===== config.mk =====
export PLATFORM = sky130hd
export DESIGN_NAME = gas_alarm_controller
export DESIGN_NICKNAME = d
export VERILOG_FILES = /design/src/rtl/gas_alarm_controller.sv
export SDC_FILE = /design/constraint.sdc
export NUM_CORES = 1
export LEC_CHECK = 0
export CORE_MARGIN = 3
export CORE_UTILIZATION = 50
export DETAILED_ROUTE_END_ITERATION = 10
export PLACE_DENSITY = 0.68
export SETUP_SLACK_MARGIN = 0.1
export SYNTH_ARGS = -nofsm -noshare
export SYNTH_HDL_FRONTEND = slang
export SYNTH_SLANG_ARGS = --single-unit

===== constraint.sdc =====
create_clock -name clk -period 3.15 [get_ports clk]
set_clock_uncertainty 0.2 [all_clocks]
set_input_delay 0.315 -clock clk [delete_from_list [all_inputs] [get_ports clk]]
set_output_delay 0.315 -clock clk [all_outputs]
set_load 0.05 [all_outputs]

===== src/rtl/gas_alarm_controller.sv =====
// Gas alarm controller: registers detector events, rate-qualifies low-level events
// and escalates through IDLE/WARN/ALARM/HOLD with buzzer and ventilation drive.
module gas_alarm_controller #(
  parameter int unsigned LOW_THRESH = 3,
  parameter int unsigned WIN_LEN    = 64,
  parameter int unsigned QUIET_LEN  = 128,
  parameter int unsigned HOLD_LEN   = 32,
  parameter int unsigned BEEP_HALF  = 4
) (
  input  logic       clk,
  input  logic       arst,
  input  logic [2:0] det,
  input  logic       ack,
  output logic [1:0] level,
  output logic       buzzer,
  output logic       vent_on,
  output logic [7:0] crit_cnt
);

  localparam int unsigned TMR_W = 16;
  localparam int unsigned LOW_W = 4;
  localparam int unsigned CNT_W = 8;

  localparam logic [TMR_W-1:0] WIN_LAST   = TMR_W'(WIN_LEN - 1);
  localparam logic [TMR_W-1:0] QUIET_LAST = TMR_W'(QUIET_LEN - 1);
  localparam logic [TMR_W-1:0] HOLD_LAST  = TMR_W'(HOLD_LEN - 1);
  localparam logic [TMR_W-1:0] BEEP_LAST  = TMR_W'(BEEP_HALF - 1);
  localparam logic [LOW_W-1:0] LOW_LAST   = LOW_W'(LOW_THRESH - 1);
  localparam logic [CNT_W-1:0] CNT_MAX    = '1;

  typedef enum logic [1:0] {
    ST_IDLE  = 2'd0,
    ST_WARN  = 2'd1,
    ST_ALARM = 2'd2,
    ST_HOLD  = 2'd3
  } state_e;

  state_e           state_q, state_d;
  logic [2:0]       det_q;
  logic [LOW_W-1:0] low_cnt_q, low_cnt_d;
  logic [TMR_W-1:0] win_tmr_q, win_tmr_d;
  logic [TMR_W-1:0] quiet_tmr_q, quiet_tmr_d;
  logic [TMR_W-1:0] hold_tmr_q, hold_tmr_d;
  logic [TMR_W-1:0] beep_tmr_q, beep_tmr_d;
  logic [CNT_W-1:0] crit_cnt_q, crit_cnt_d;
  logic [1:0]       level_q, level_d;
  logic             buzzer_q, buzzer_d;
  logic             vent_q, vent_d;
  logic             low_hit;
  logic             warn_evt;

  assign low_hit  = det_q[0] && (low_cnt_q == LOW_LAST);
  assign warn_evt = |det_q[1:0];

  // Next-state logic; a det_q[1:0] event in WARN takes precedence over quiet expiry
  always_comb begin
    state_d = state_q;
    case (state_q)
      ST_IDLE: begin
        if (det_q[2])                 state_d = ST_ALARM;
        else if (det_q[1] || low_hit) state_d = ST_WARN;
      end
      ST_WARN: begin
        if (det_q[2])                                   state_d = ST_ALARM;
        else if (ack)                                   state_d = ST_IDLE;
        else if (!warn_evt && quiet_tmr_q >= QUIET_LAST) state_d = ST_IDLE;
      end
      ST_ALARM: begin
        if (ack && !det_q[2]) state_d = ST_HOLD;
      end
      ST_HOLD: begin
        if (det_q[2])                     state_d = ST_ALARM;
        else if (hold_tmr_q >= HOLD_LAST) state_d = ST_IDLE;
      end
      default: state_d = ST_IDLE;
    endcase
  end

  // Outputs are registered from the next state so they move on the same edge as the state
  always_comb begin
    level_d  = 2'(state_d);
    vent_d   = (state_d != ST_IDLE);
    buzzer_d = 1'b0;
    case (state_d)
      ST_ALARM: buzzer_d = 1'b1;
      ST_WARN: begin
        if (state_q != ST_WARN)          buzzer_d = 1'b1;
        else if (beep_tmr_q == BEEP_LAST) buzzer_d = ~buzzer_q;
        else                              buzzer_d = buzzer_q;
      end
      default: buzzer_d = 1'b0;
    endcase
  end

  // Residency timers restart on every entry and read zero outside their state
  always_comb begin
    quiet_tmr_d = '0;
    hold_tmr_d  = '0;
    beep_tmr_d  = '0;
    if (state_q == ST_WARN && state_d == ST_WARN) begin
      if (!warn_evt) quiet_tmr_d = quiet_tmr_q + TMR_W'(1);
      if (beep_tmr_q != BEEP_LAST) beep_tmr_d = beep_tmr_q + TMR_W'(1);
    end
    if (state_q == ST_HOLD && state_d == ST_HOLD) hold_tmr_d = hold_tmr_q + TMR_W'(1);
  end

  // Low-event qualifier: window opens on the first low event, expires at WIN_LEN
  always_comb begin
    low_cnt_d = low_cnt_q;
    win_tmr_d = win_tmr_q;
    if (low_cnt_q != '0 && win_tmr_q != '1) win_tmr_d = win_tmr_q + TMR_W'(1);
    if (det_q[0]) begin
      if (low_cnt_q == '0) begin
        low_cnt_d = LOW_W'(1);
        win_tmr_d = '0;
      end else if (low_hit) begin
        low_cnt_d = '0;
      end else begin
        low_cnt_d = low_cnt_q + LOW_W'(1);
      end
    end else if (low_cnt_q != '0 && win_tmr_q >= WIN_LAST) begin
      low_cnt_d = '0;
    end
    if (state_d != state_q) low_cnt_d = '0;
  end

  always_comb begin
    crit_cnt_d = crit_cnt_q;
    if (det_q[2] && crit_cnt_q != CNT_MAX) crit_cnt_d = crit_cnt_q + CNT_W'(1);
  end

  always_ff @(posedge clk or negedge arst) begin
    if (!arst) begin
      state_q     <= ST_IDLE;
      det_q       <= '0;
      low_cnt_q   <= '0;
      win_tmr_q   <= '0;
      quiet_tmr_q <= '0;
      hold_tmr_q  <= '0;
      beep_tmr_q  <= '0;
      crit_cnt_q  <= '0;
      level_q     <= '0;
      buzzer_q    <= 1'b0;
      vent_q      <= 1'b0;
    end else begin
      state_q     <= state_d;
      det_q       <= det;
      low_cnt_q   <= low_cnt_d;
      win_tmr_q   <= win_tmr_d;
      quiet_tmr_q <= quiet_tmr_d;
      hold_tmr_q  <= hold_tmr_d;
      beep_tmr_q  <= beep_tmr_d;
      crit_cnt_q  <= crit_cnt_d;
      level_q     <= level_d;
      buzzer_q    <= buzzer_d;
      vent_q      <= vent_d;
    end
  end

  assign level    = level_q;
  assign buzzer   = buzzer_q;
  assign vent_on  = vent_q;
  assign crit_cnt = crit_cnt_q;

endmodule


# == Word-level counts from Yosys, hierarchy flattened ==
# Cells that the tools add are included.
# op_classes
n_addsub,6
magnitude_cmp,3
eq_ne,14
mux,25
bitwise_logic,1
reduce_logical,17
# ops
operator,n
2-to-1 mux 16 bit,8
adder 16 x 1 -> 16 bit (second input constant),4
2-to-1 mux 4 bit,5
equality test 16 x 2 -> 1 bit (second input constant),1
>= comparator 16 x 5 -> 1 bit (second input constant),1
>= comparator 16 x 6 -> 1 bit (second input constant),1
>= comparator 16 x 7 -> 1 bit (second input constant),1
2-to-1 mux 2 bit,8
!= test 16 bit (second input constant),1
!= test 16 x 2 -> 1 bit (second input constant),1
adder 8 x 1 -> 8 bit (second input constant),1
equality test 2 bit (second input constant),4
logical AND 1 bit,8
!= test 8 bit (second input constant),1
one-hot mux 2 bit (4 select lines),1
adder 4 x 1 -> 4 bit (second input constant),1
equality test 2 x 1 -> 1 bit (second input constant),2
equality test 4 x 2 -> 1 bit (second input constant),1
zero test 4 bit,1
nonzero test 4 bit,1
!= test 3 bit (second input constant),1
nonzero test 3 bit,1
zero test 1 bit,2
zero test 2 bit,1
other kinds (8),9
# word_totals
regBits,83
in_bits,6
output_inout_bits,12
elab_cells,76

# == Logic depth before layout (Yosys ltp) ==
# depth
depth_word,10
mapped_depth,10
mapped_depth_nobuf,10

# == Least setup slack after synthesis ==
# OpenSTA, ideal clock, no wires.
# synth_timing
path_type,register -> register
start,"register, netlist name level[0]"
end,register buzzer_q (netlist: buzzer)
setup_ns,0.125
arrival_time_ns,2.594
required_time_ns,2.825
setup_slack_ns,0.231
stages_incl_launch_ff,9
path_buffers,1
period_less_slack_ns,2.919
cell_sequence,dfrtp_1 -> clkbuf_1 -> nor4b_1 -> o2111a_1 -> a21oi_1 -> o32ai_1 -> ha_1 -> nand3_1 -> mux2_2
# synth_rtl
element,line_no,rtl
"end signal, assigned",155,buzzer_q <= buzzer_d;
"end, declared",47,"logic buzzer_q, buzzer_d;"

# == Worst setup path after layout ==
# layout_timing
start,register hold_tmr_q[11]
end,register buzzer_q (netlist: buzzer)
# layout_between
elab_chain_len,6
word_cells_on_any_way,8
classes_between,order compare: 1; eq/ne: 3; mux: 4
# layout_rtl
element,line_no,rtl
"start, declared",43,"logic [TMR_W-1:0] hold_tmr_q, hold_tmr_d;"
"start signal, assigned",151,hold_tmr_q <= hold_tmr_d;
>= comparator 16 x 5 -> 1 bit *,73,else if (hold_tmr_q >= HOLD_LAST) state_d = ST_IDLE;
2-to-1 mux 2 bit *,73,
2-to-1 mux 2 bit *,72,if (det_q[2]) state_d = ST_ALARM;
one-hot mux 2 bit (4 select lines) *,58,case (state_q)
named net level_d[0],46,"logic [1:0] level_q, level_d;"
equality test 2 x 1 -> 1 bit / equality test 2 bit (equally long branches),84,case (state_d)
one-hot mux 1 bit (2 select lines) / != test 3 bit (equally long branches),n/a,
# The timed path passes the listed nets; every way through them passes the cells marked *.
# A chain may end at the register's enable or synchronous reset.

==> run metrics <==
status completed; Layout fillers 685; vias per cell 5.57; Rel. slew slack 57.6%; crit path max-delay cell type or4_4; vias in the first global route 3032; minimum clock period 2.78 ns; CTS Sinks 83; Max Root-Sink Buffers 2; period utilization 88.3%; biggest area consumer among synthesized cells dfrtp_1; total number of vias 3163; Setup Fix Bufs, Post-CTS 0; post-route ant nets 0; Final Setup Violations 0; RSZ-0062 raised after global routing no; final instance area 4750 um2; synth top area cells dfrtp_1, nor2_1, xnor2_1; crit-path max cell delay 0.56 ns; Initial Util 52.7%; Post-Place Cell Area 4510 um2; R2R Setup Slk 0.37 ns; #FFs+latches synth 83; share of layout cells above drive strength 1 6.87%; worst min path class input pin to register; Die Span Y 97.4 um; Netlist cell types 46; first-pass GRT wire length 13.9 mm; Avg WL per Cell 14.0 um; dpl ws 0.240 ns; Iter 0 DRT Violations 128; Worst Tran Pin Value 0.631 ns; max-slew violations 0; post-CTS sizing 0; final cell count without fillers 568; Post-route DRC 0; depth of the CTS H-tree 3; Hold Path Sink det_q[0]$_DFF_PN0_; WL final 7.93 mm; synthesized area 4180 um2; clk_lat worst skew 0.35 ns; Syn. warnings 0; Syn Area/Cell 9.65 um2; Final WS setup 0.369 ns; CP cell instances or4_4 -> nor4_2 -> nor3_1 -> o32ai_1 -> inv_1 -> ha_1 -> a21oi_1 -> nor2_1 -> mux2_2; most frequent cells in the layout dfrtp_1, nor2_1, nand2_1, nand3_1; CTS tree yes; n_diodes 0; dpl cells 551; Critical Setup Path Class register to register; Async SR Flop Fraction 100%; placed wire-length estimate 5.50 mm; Critical path origin hold_tmr_q[11]$_DFF_PN0_; P per Cell Area 588 nW/um2; commonest non-fill, non-tap cell in the layout dfrtp_1; Top FF cell, synth dfrtp_1; Max Fclk 360 MHz; setup TNS 0 ns; Static Leakage 0.00199 uW; max_cap viols 0; reg-to-reg startpoint hold_tmr_q[11]$_DFF_PN0_; total grt overflow 0; drt pass-1 iters 4; area of the core 7930 um2; All-Layer GR Usage 17.6%; CTS Hold Bufs 1; critical path data arrival time 2.81 ns; Worst Setup Start Kind register; min-delay src det[0]; Synth top area share 49.7%; Port Buffers 17; worst vdd ir 0.323 mV; total CTS buffers 9; DIE AREA 9490 um2; Critical Path Sink Type register; Die X 97.4 um; cell row count 32; I/O pins 18; CP required 3.18 ns; hold path depth 1; Worst Path Max Fanout 6; syn_nets 451; Root Driver clkbuf_8; pin count of the biggest net entering global routing 45; EDFF count, synth 0; nets@finish 479; sequential area share after synthesis 49.7%; cell count after synthesis 433; Final GP Congestion 0.766; CTS clk-pin slew, worst paths 0.08 ns; initial antenna violation count 0; count of final hold-check violations 0; Layout area overhead 13.6%; r2r endpoint buzzer$_DFFE_PN0P_; R2R depth 9
## synth_stat cells (3+ instances only)
cell type	number
dfrtp_1	83
nor2_1	67
nand2_1	36
nand3_1	33
xnor2_1	24
xor2_1	24
a21oi_1	16
inv_1	14
nor3_1	14
and3_1	12
ha_1	12
nand4_1	11
o21ai_0	10
nor4_1	9
clkbuf_1	8
mux2i_1	7
and4_1	5
or3_1	5
a211oi_1	4
a21o_1	3
## final cells by class
type                            count  area, um2  share of cell area, %
Timing Repair Buffer               26        250                   5.27
Clock inverter                      4       72.6                   1.53
Multi-Input combinational cell    327       2010                   42.4
Sequential cell                    83       2080                   43.8
Tap cell                          102        128                   2.69
Inverter                           14       52.6                   1.11
Clock buffer                       12        155                   3.27
## per-stage QoR
step                hold slack (ns)  utilization [%]  power (uW)
finish                        0.199             59.9        2790
floorplan                    -0.181                -        1730
global route                  0.183             59.9        2940
detailed placement            0.127             56.9        1940
global placement              0.117             56.9        1920
CTS                           0.179             59.9        2820
## critical path: cells and delay by family (launching register included)
family	cells	cell delay, ns
buf+inv	1	0.13
fa+ha+maj	1	0.20
compound gates	2	0.43
simple gates	4	1.02
flops	1	0.43
mux	1	0.25
## worst max path at each step
stage	end	slack, ns	cells after the start
finish	buzzer$_DFFE_PN0P_	0.37	9
global route	beep_tmr_q[7]$_DFF_PN0_	0.15	8
CTS	buzzer$_DFFE_PN0P_	0.36	9
detailed placement	buzzer$_DFFE_PN0P_	0.24	10
global placement	buzzer$_DFFE_PN0P_	0.39	10
floorplan	buzzer$_DFFE_PN0P_	0.23	8
## kinds of logic (layout without fill, tap and decap cells)
| kind of cell | count (synthesis) | after routing | share of synthesized area [%] |
|---|---|---|---|
| simple gates | 210 | 210 | 25.0 |
| flops | 83 | 83 | 49.7 |
| compound gates | 48 | 48 | 7.22 |
| xor+xnor | 48 | 48 | 10.1 |
| buf+inv | 23 | 56 | 2.16 |
| fa+ha+maj | 12 | 12 | 3.59 |
| mux | 9 | 9 | 2.22 |
## sequential cells by signal, summed over array words and instances, names as in the netlist, 2 cells and up
name / count
beep_tmr_q: 16
hold_tmr_q: 16
quiet_tmr_q: 16
win_tmr_q: 16
crit_cnt: 8
low_cnt_q: 4
det_q: 3
level: 2
## power by group
part / internal [uW] / switching [uW] / leakage, uW
Sequential: 1150 / 114 / 0.00112
Combinational: 247 / 411 / 0.000761
Clock: 489 / 374 / 0.000113
Total: 1890 / 899 / 0.00199
## per-layer routing
metal	GRT usage (%)	up-vias	wire length [um]
li1	-	1578	-
met4	6.82	0	62
met1	25.3	1549	3980
met2	26.4	28	3720
met5	0	-	0
met3	3.30	8	157
No activity file was read; power rests on OpenSTA's default activity.
